File: src/rtl/spi_slave_pkg.sv
// Shared definitions for the SPI slave: frame FSM states, op codes and the
// frame/command consistency rule.
package spi_slave_pkg;

   typedef enum logic [2:0] {
      IDLE      = 3'd0,
      CHK_CMD   = 3'd1,
      WRITE     = 3'd2,
      READ_ADD  = 3'd3,
      READ_DATA = 3'd4
   } state_t;

   localparam logic [1:0] OP_WR_ADDR = 2'b00;
   localparam logic [1:0] OP_WR_DATA = 2'b01;
   localparam logic [1:0] OP_RD_ADDR = 2'b10;
   localparam logic [1:0] OP_RD_DATA = 2'b11;

   // The op carried in the frame must agree with the path chosen by the cmd bit.
   function automatic logic op_matches(input state_t st, input logic [1:0] op);
      case (st)
         WRITE:     return (op == OP_WR_ADDR) || (op == OP_WR_DATA);
         READ_ADD:  return op == OP_RD_ADDR;
         READ_DATA: return op == OP_RD_DATA;
         default:   return 1'b0;
      endcase
   endfunction

endpackage

File: src/rtl/spi_slave_param_tx.sv
// MISO serialiser: loads a RAM word, drives its MSB at once, then one bit per
// shift cycle, and returns MISO to 0 after the LSB.
module spi_tx_shifter #(
   parameter int WORD_W = 8
) (
   input  logic              clk,
   input  logic              rst_n,
   input  logic              load,
   input  logic              shift,
   input  logic              clear,
   input  logic [WORD_W-1:0] data,
   output logic              miso,
   output logic              busy,
   output logic              done
);

   localparam int CW = $clog2(WORD_W + 1);

   logic [WORD_W-1:0] shreg;
   logic [CW-1:0]     bits_left;

   assign done = busy && (bits_left == '0);

   always_ff @(posedge clk or negedge rst_n) begin
      if (!rst_n) begin
         miso      <= 1'b0;
         busy      <= 1'b0;
         shreg     <= '0;
         bits_left <= '0;
      end else if (clear) begin
         miso      <= 1'b0;
         busy      <= 1'b0;
         shreg     <= '0;
         bits_left <= '0;
      end else if (load) begin
         miso      <= data[WORD_W-1];
         shreg     <= {data[WORD_W-2:0], 1'b0};
         bits_left <= CW'(WORD_W - 1);
         busy      <= 1'b1;
      end else if (shift && busy) begin
         if (done) begin
            miso <= 1'b0;
            busy <= 1'b0;
         end else begin
            miso      <= shreg[WORD_W-1];
            shreg     <= {shreg[WORD_W-2:0], 1'b0};
            bits_left <= bits_left - CW'(1);
         end
      end
   end

endmodule

File: src/rtl/spi_slave_param.sv
// SPI mode-0 slave: deframes {op, word} command frames for the RAM and returns
// read data on MISO, flagging aborted, inconsistent or timed-out frames.
module spi_slave_param
   import spi_slave_pkg::*;
#(
   parameter int WORD_W     = 8,
   parameter int TX_TIMEOUT = 16
) (
   input  logic              clk,
   input  logic              rst_n,
   input  logic              SS_n,
   input  logic              MOSI,
   output logic              MISO,
   output logic [WORD_W+1:0] rx_data,
   output logic              rx_valid,
   input  logic [WORD_W-1:0] tx_data,
   input  logic              tx_valid,
   output logic              frame_err
);

   localparam int            CNT_W = $clog2(WORD_W + 3);
   localparam int            TO_W  = $clog2(TX_TIMEOUT + 1);
   localparam logic [CNT_W-1:0] FULL = CNT_W'(WORD_W + 2);
   localparam logic [CNT_W-1:0] LAST = CNT_W'(WORD_W + 1);
   localparam logic [TO_W-1:0]  TO_LAST = TO_W'(TX_TIMEOUT - 1);

   state_t              state, state_nxt;
   logic [CNT_W-1:0]    cnt, cnt_nxt;
   logic [WORD_W:0]     shift_reg, shift_nxt;
   logic [WORD_W+1:0]   rx_data_nxt;
   logic                rx_valid_nxt, frame_err_nxt;
   logic                rd_addr_seen, rd_seen_nxt;
   logic                waiting, waiting_nxt;
   logic [TO_W-1:0]     to_cnt, to_cnt_nxt;
   logic                tx_load, tx_shift, tx_clear, tx_busy, tx_done;
   logic [WORD_W+1:0]   frame;

   assign frame = {shift_reg, MOSI};

   always_ff @(posedge clk or negedge rst_n) begin
      if (!rst_n) begin
         state        <= IDLE;
         cnt          <= '0;
         shift_reg    <= '0;
         rx_data      <= '0;
         rx_valid     <= 1'b0;
         frame_err    <= 1'b0;
         rd_addr_seen <= 1'b0;
         waiting      <= 1'b0;
         to_cnt       <= '0;
      end else begin
         state        <= state_nxt;
         cnt          <= cnt_nxt;
         shift_reg    <= shift_nxt;
         rx_data      <= rx_data_nxt;
         rx_valid     <= rx_valid_nxt;
         frame_err    <= frame_err_nxt;
         rd_addr_seen <= rd_seen_nxt;
         waiting      <= waiting_nxt;
         to_cnt       <= to_cnt_nxt;
      end
   end

   // A saturated counter (FULL) marks a frame whose payload is complete, so a
   // later SS_n release is a clean end rather than an abort.
   always_comb begin
      state_nxt     = state;
      cnt_nxt       = cnt;
      shift_nxt     = shift_reg;
      rx_data_nxt   = rx_data;
      rx_valid_nxt  = 1'b0;
      frame_err_nxt = 1'b0;
      rd_seen_nxt   = rd_addr_seen;
      waiting_nxt   = waiting;
      to_cnt_nxt    = to_cnt;
      tx_load       = 1'b0;
      tx_shift      = 1'b0;
      tx_clear      = 1'b0;
      case (state)
         IDLE: begin
            if (!SS_n) begin
               state_nxt   = CHK_CMD;
               cnt_nxt     = '0;
               waiting_nxt = 1'b0;
            end
         end
         default: begin
            if (SS_n) begin
               state_nxt   = IDLE;
               tx_clear    = 1'b1;
               waiting_nxt = 1'b0;
               if (cnt != FULL)
                  frame_err_nxt = 1'b1;
            end else if (state == CHK_CMD) begin
               if (!MOSI)
                  state_nxt = WRITE;
               else if (rd_addr_seen)
                  state_nxt = READ_DATA;
               else
                  state_nxt = READ_ADD;
            end else if (cnt != FULL) begin
               shift_nxt = frame[WORD_W:0];
               cnt_nxt   = cnt + CNT_W'(1);
               if (cnt == LAST) begin
                  if (op_matches(state, frame[WORD_W+1:WORD_W])) begin
                     rx_data_nxt  = frame;
                     rx_valid_nxt = 1'b1;
                     if (state == READ_ADD)
                        rd_seen_nxt = 1'b1;
                     if (state == READ_DATA) begin
                        waiting_nxt = 1'b1;
                        to_cnt_nxt  = '0;
                     end
                  end else begin
                     frame_err_nxt = 1'b1;
                  end
               end
            end else if (state == READ_DATA) begin
               if (waiting) begin
                  if (tx_valid) begin
                     tx_load     = 1'b1;
                     waiting_nxt = 1'b0;
                  end else if (to_cnt == TO_LAST) begin
                     frame_err_nxt = 1'b1;
                     waiting_nxt   = 1'b0;
                  end else begin
                     to_cnt_nxt = to_cnt + TO_W'(1);
                  end
               end else if (tx_busy) begin
                  tx_shift = 1'b1;
                  if (tx_done)
                     rd_seen_nxt = 1'b0;
               end
            end
         end
      endcase
   end

   spi_tx_shifter #(.WORD_W(WORD_W)) u_tx (
      .clk   (clk),
      .rst_n (rst_n),
      .load  (tx_load),
      .shift (tx_shift),
      .clear (tx_clear),
      .data  (tx_data),
      .miso  (MISO),
      .busy  (tx_busy),
      .done  (tx_done)
   );

endmodule

File: config.mk
export PLATFORM = sky130hd
export DESIGN_NAME = spi_slave_param
export DESIGN_NICKNAME = d
export VERILOG_FILES = /design/src/rtl/spi_slave_pkg.sv /design/src/rtl/spi_slave_param_tx.sv /design/src/rtl/spi_slave_param.sv
export SDC_FILE = /design/constraint.sdc
export NUM_CORES = 1
export LEC_CHECK = 0
export ABC_CLOCK_PERIOD_IN_PS = 2600
export CORE_MARGIN = 1
export CORE_UTILIZATION = 50
export DETAILED_ROUTE_END_ITERATION = 10
export PLACE_DENSITY = 0.72
export SETUP_SLACK_MARGIN = 0.1
export SYNTH_ARGS = -nofsm -noshare
export SYNTH_HDL_FRONTEND = slang
export SYNTH_SLANG_ARGS = --single-unit
File: constraint.sdc
create_clock -name clk -period 2.6 [get_ports clk]
set_input_delay 0.52 -clock clk [delete_from_list [all_inputs] [get_ports clk]]
set_output_delay 0.52 -clock clk [all_outputs]
set_load 0.03 [all_outputs]
==> results.txt <==
----------------------------------------------------
[Clock tree]
  Clk Tree Root Cell ... clkbuf_8
  Number of instances resized during post-cts repair ... 0
  Num CTS Buffers ... 5
  Buffers inserted during post-CTS setup optimization ... 0
  Number of hold buffers added after cts ... 0
  Clock input transition at the sequential cells of the worst setup and hold paths ... 0.09 ns
  Number of clock sinks ... 48
  Clk buf depth ... 2
  CTS tree ... yes
  Worst-skew pair later-pin latency ... 0.30 ns
  Count of H-tree levels built during CTS ... 2

[Pwr]
  Comb power frac ... 13.7%
  Peak supply drop ... 0.380 mV
  Switching part of the total power ... 26.9%
  Leakage power ... 0.00126 uW
  Share of power burned in registers ... 53.7%
  Net switching power ... 457 uW
  Internal Power ... 1240 uW
  Share of power burned in the clock network ... 32.6%
  Power per standard cell area ... 562 mW/mm2
  Total design power ... 1700 uW

[STA]
  Total setup violations reported at the end of the flow ... 0
  Crit path time final ... 2.16 ns
  Worst clock skew on the final layout ... 0.00315 ns
  Unrepaired setup endpoints after global routing ... false
  Slew headroom ... ~33%
  Period Utilization, post-route ... 82.9%
  Maximum achievable frequency ... 464 MHz
  Final sum of negative setup slack ... 0 ns
  Worst Tran Pin Value ... between 1 and 1.5 ns
  Number of pins exceeding their max-slew limit in the final report ... 0
  Final hold violation count ... 0

[Hold path]
  Hold Path Class ... in2async

[Synth]
  Number of enable-type register cells in the synthesized netlist ... 0
  Flip-flop and latch count after synthesis ... 48
  Post-synthesis cell area ... 0.00256 mm2
  Number of cells produced by synthesis ... around 240
  Synthesized net count ... 255
  Number of distinct standard cells referenced by the synthesized netlist ... 51
  Warnings from Yosys ... 0
  Sequential area share after synthesis ... 47.0%
  Most used flip-flop cell after synthesis ... dfrtp_1
  Mean post-synth cell area ... 10.9 um2
  Fraction of registers with async set/reset ... 100%

[Drt]
  Antenna-violating nets left ... 0
  Number of DRC markers after the initial detailed-route iteration ... 127
  Per-cell via count in the routed design ... approximately 5.7
  Routed length per placed instance ... between 15 and 20 um
  Number of design rule violations left after detail routing ... 0
  Total vias in the final route ... 1909
  Total wirelength of the detailed-routed design ... 5.05 mm
  First-pass detailed-route iteration total ... 4

[Layout]
  Number of nets in the layout ... 285
  Most frequent cells in the layout ... 48 x dfrtp_1, 24 x clkdlybuf4s50_1, 20 x mux2_2
  Count of filler cells inserted in the layout ... just over 400
  Area taken by flip-flops and latches ... 0.00120 mm2
  Antenna Diode Count ... 0
  Synthesis-to-finish area growth ... 18.0%
  Number of flip-flops in the largest register ... 10
  Multi-input gate area ... between 0.001 and 0.0015 mm2
  Most frequent standard cell in the layout excluding fill and tap cells ... dfrtp_1
  Final standard cell count with taps included and fillers excluded ... 333
  Fraction of layout instances using a drive strength above 1 ... about 17%

[Worst setup path]
  Reg2Reg Capture Point ... u_tx.bits_left[2]
  Worst path required time ... 2.78 ns
  Ordered list of cells on the worst path ... inv_1 -> ha_1 -> and3b_1 -> nand2_1 -> nor4_1 -> nor4_1
  Top fanout value on the critical path ... 11
  Endpoint kind of the worst setup timing path ... flip-flop
  R2R setup slack ... between 0.4 and 0.5 ns
  Slowest stage cell on the critical path ... and3b_1
  CP peak stage delay ... 0.49 ns
  Cell type group with the largest total delay on the critical path ... simple AND/OR/NAND/NOR gates
  Length in cells of the worst reg-to-reg path ... 6
  CP bufs+invs ... 1
  Type of the worst setup path ... reg2reg
  WP data arrival ... approximately 2.3 ns
  Element type at the critical path start ... flip-flop
  Cell repeated most along the worst path ... nor4_1
  Launch instance of the worst register-to-register path ... cnt[0]

[Placed design]
  DPL Wire Length ... approximately 3.4 mm
  Number of I/O port buffers ... 25
  Number of instances in the placed design ... 325
  Routability cong. ... 0.758

[Global routing]
  Via count of the first global-routing pass ... 1856
  Initial antenna violation count ... 0
  Global-route wire length before repair ... 8.74 mm
  Global routing usage summed across all routing layers ... between 20% and 30%
  Largest net degree at the start of global routing ... 49
  Residual overflow from global routing ... 0

[Floorplan]
  Chip width ... 73.5 um
  Initial Util ... 53.1%
  Count of standard-cell rows ... 25
  Number of ports placed on the die boundary ... 26
  Floorplan die height ... 73.5 um
  Total core area ... 0.00482 mm2
  Die area ... 0.00541 mm2

[Run status]
  Outcome ... complete, no violations

[Flow run]
  Number of maximum-capacitance constraint violations ... 0

----------------------------------------------------
synthesized netlist by cell type (3+ instances only):
cell / n / area [um2]
dfrtp_1: 48 / 1200
mux2_2: 20 / 225
nand2_1: 15 / 56.3
nor2_1: 10 / 37.5
inv_1: 9 / 33.8
nor3_1: 9 / 45.0
a21oi_1: 8 / 40.0
nand3_1: 8 / 40.0
o211ai_1: 8 / 60.1
o21ai_0: 8 / 40.0
ha_1: 7 / 87.6
mux2i_1: 6 / 60.1
o31ai_1: 6 / 45.0
nand4_1: 5 / 31.3
buf_2: 4 / 20.0
clkbuf_1: 4 / 15.0
nand4b_1: 4 / 35.0
nor2b_1: 4 / 25.0
nor4_1: 4 / 25.0
and3b_1: 3 / 26.3
nand2b_1: 3 / 18.8
nand3b_1: 3 / 22.5
power groups by stage:
stage / logic, uW / registers, uW / clock network, uW
2_1_floorplan: 158 / 901 / 0
3_3_place_gp: 228 / 923 / 0
3_5_place_dp: 234 / 927 / 0
4_1_cts: 236 / 911 / 575
5_1_grt: 263 / 928 / 610
6_report: 232 / 911 / 553
worst max-delay path by stage:
stage          startpoint                 to  slack, ns  cells after the start
2_1_floorplan      cnt[0]         rx_data[0]       0.63                      7
3_3_place_gp     tx_valid      u_tx.shreg[5]       0.31                      6
3_5_place_dp         SS_n      u_tx.shreg[5]       0.28                      5
4_1_cts            cnt[0]         rx_data[2]       0.45                      7
5_1_grt            cnt[0]  u_tx.bits_left[2]       0.21                      6
6_report           cnt[0]  u_tx.bits_left[2]       0.44                      6
stage by stage:
step                      setup slack, ns  util (%)  hold slack [ns]  instance area (um2)
after floorplan                     0.628         -            0.224                 2560
after global placement              0.311      60.2            0.471                 2900
after detailed placement            0.277      60.2            0.476                 2900
after CTS                           0.450      62.6            0.189                 3020
after global routing                0.215      62.6            0.193                 3020
final                               0.445      62.6            0.167                 3020
kinds of logic after synthesis:
family / after synthesis / synth area share [%]
AOI/OAI and AO/OA: 54 / 15.9
adders and majority gates: 7 / 3.42
buffers and inverters: 19 / 3.57
DFF: 48 / 47.0
muxes: 26 / 11.2
and+or+nand+nor: 81 / 19.0
routing by layer:
| metal | vias to the layer above | track usage, % | routed length, um |
|---|---|---|---|
| met2 | 41 | 35.7 | 2410 |
| met4 | 0 | 4.49 | 27 |
| met1 | 918 | 27.7 | 2400 |
| met3 | 4 | 6.17 | 219 |
| met5 | - | 0 | 0 |
| li1 | 946 | - | - |
area by class of cell:
type / instances / area share (%)
Clock inverter: 3 / 1.53
Inverter: 9 / 1.12
Multi-Input combinational cell: 168 / 41.9
Sequential cell: 48 / 39.8
Tap cell: 67 / 2.78
Clock buffer: 5 / 2.28
Timing Repair Buffer: 33 / 10.5
Power figures use the tool's default switching activity.
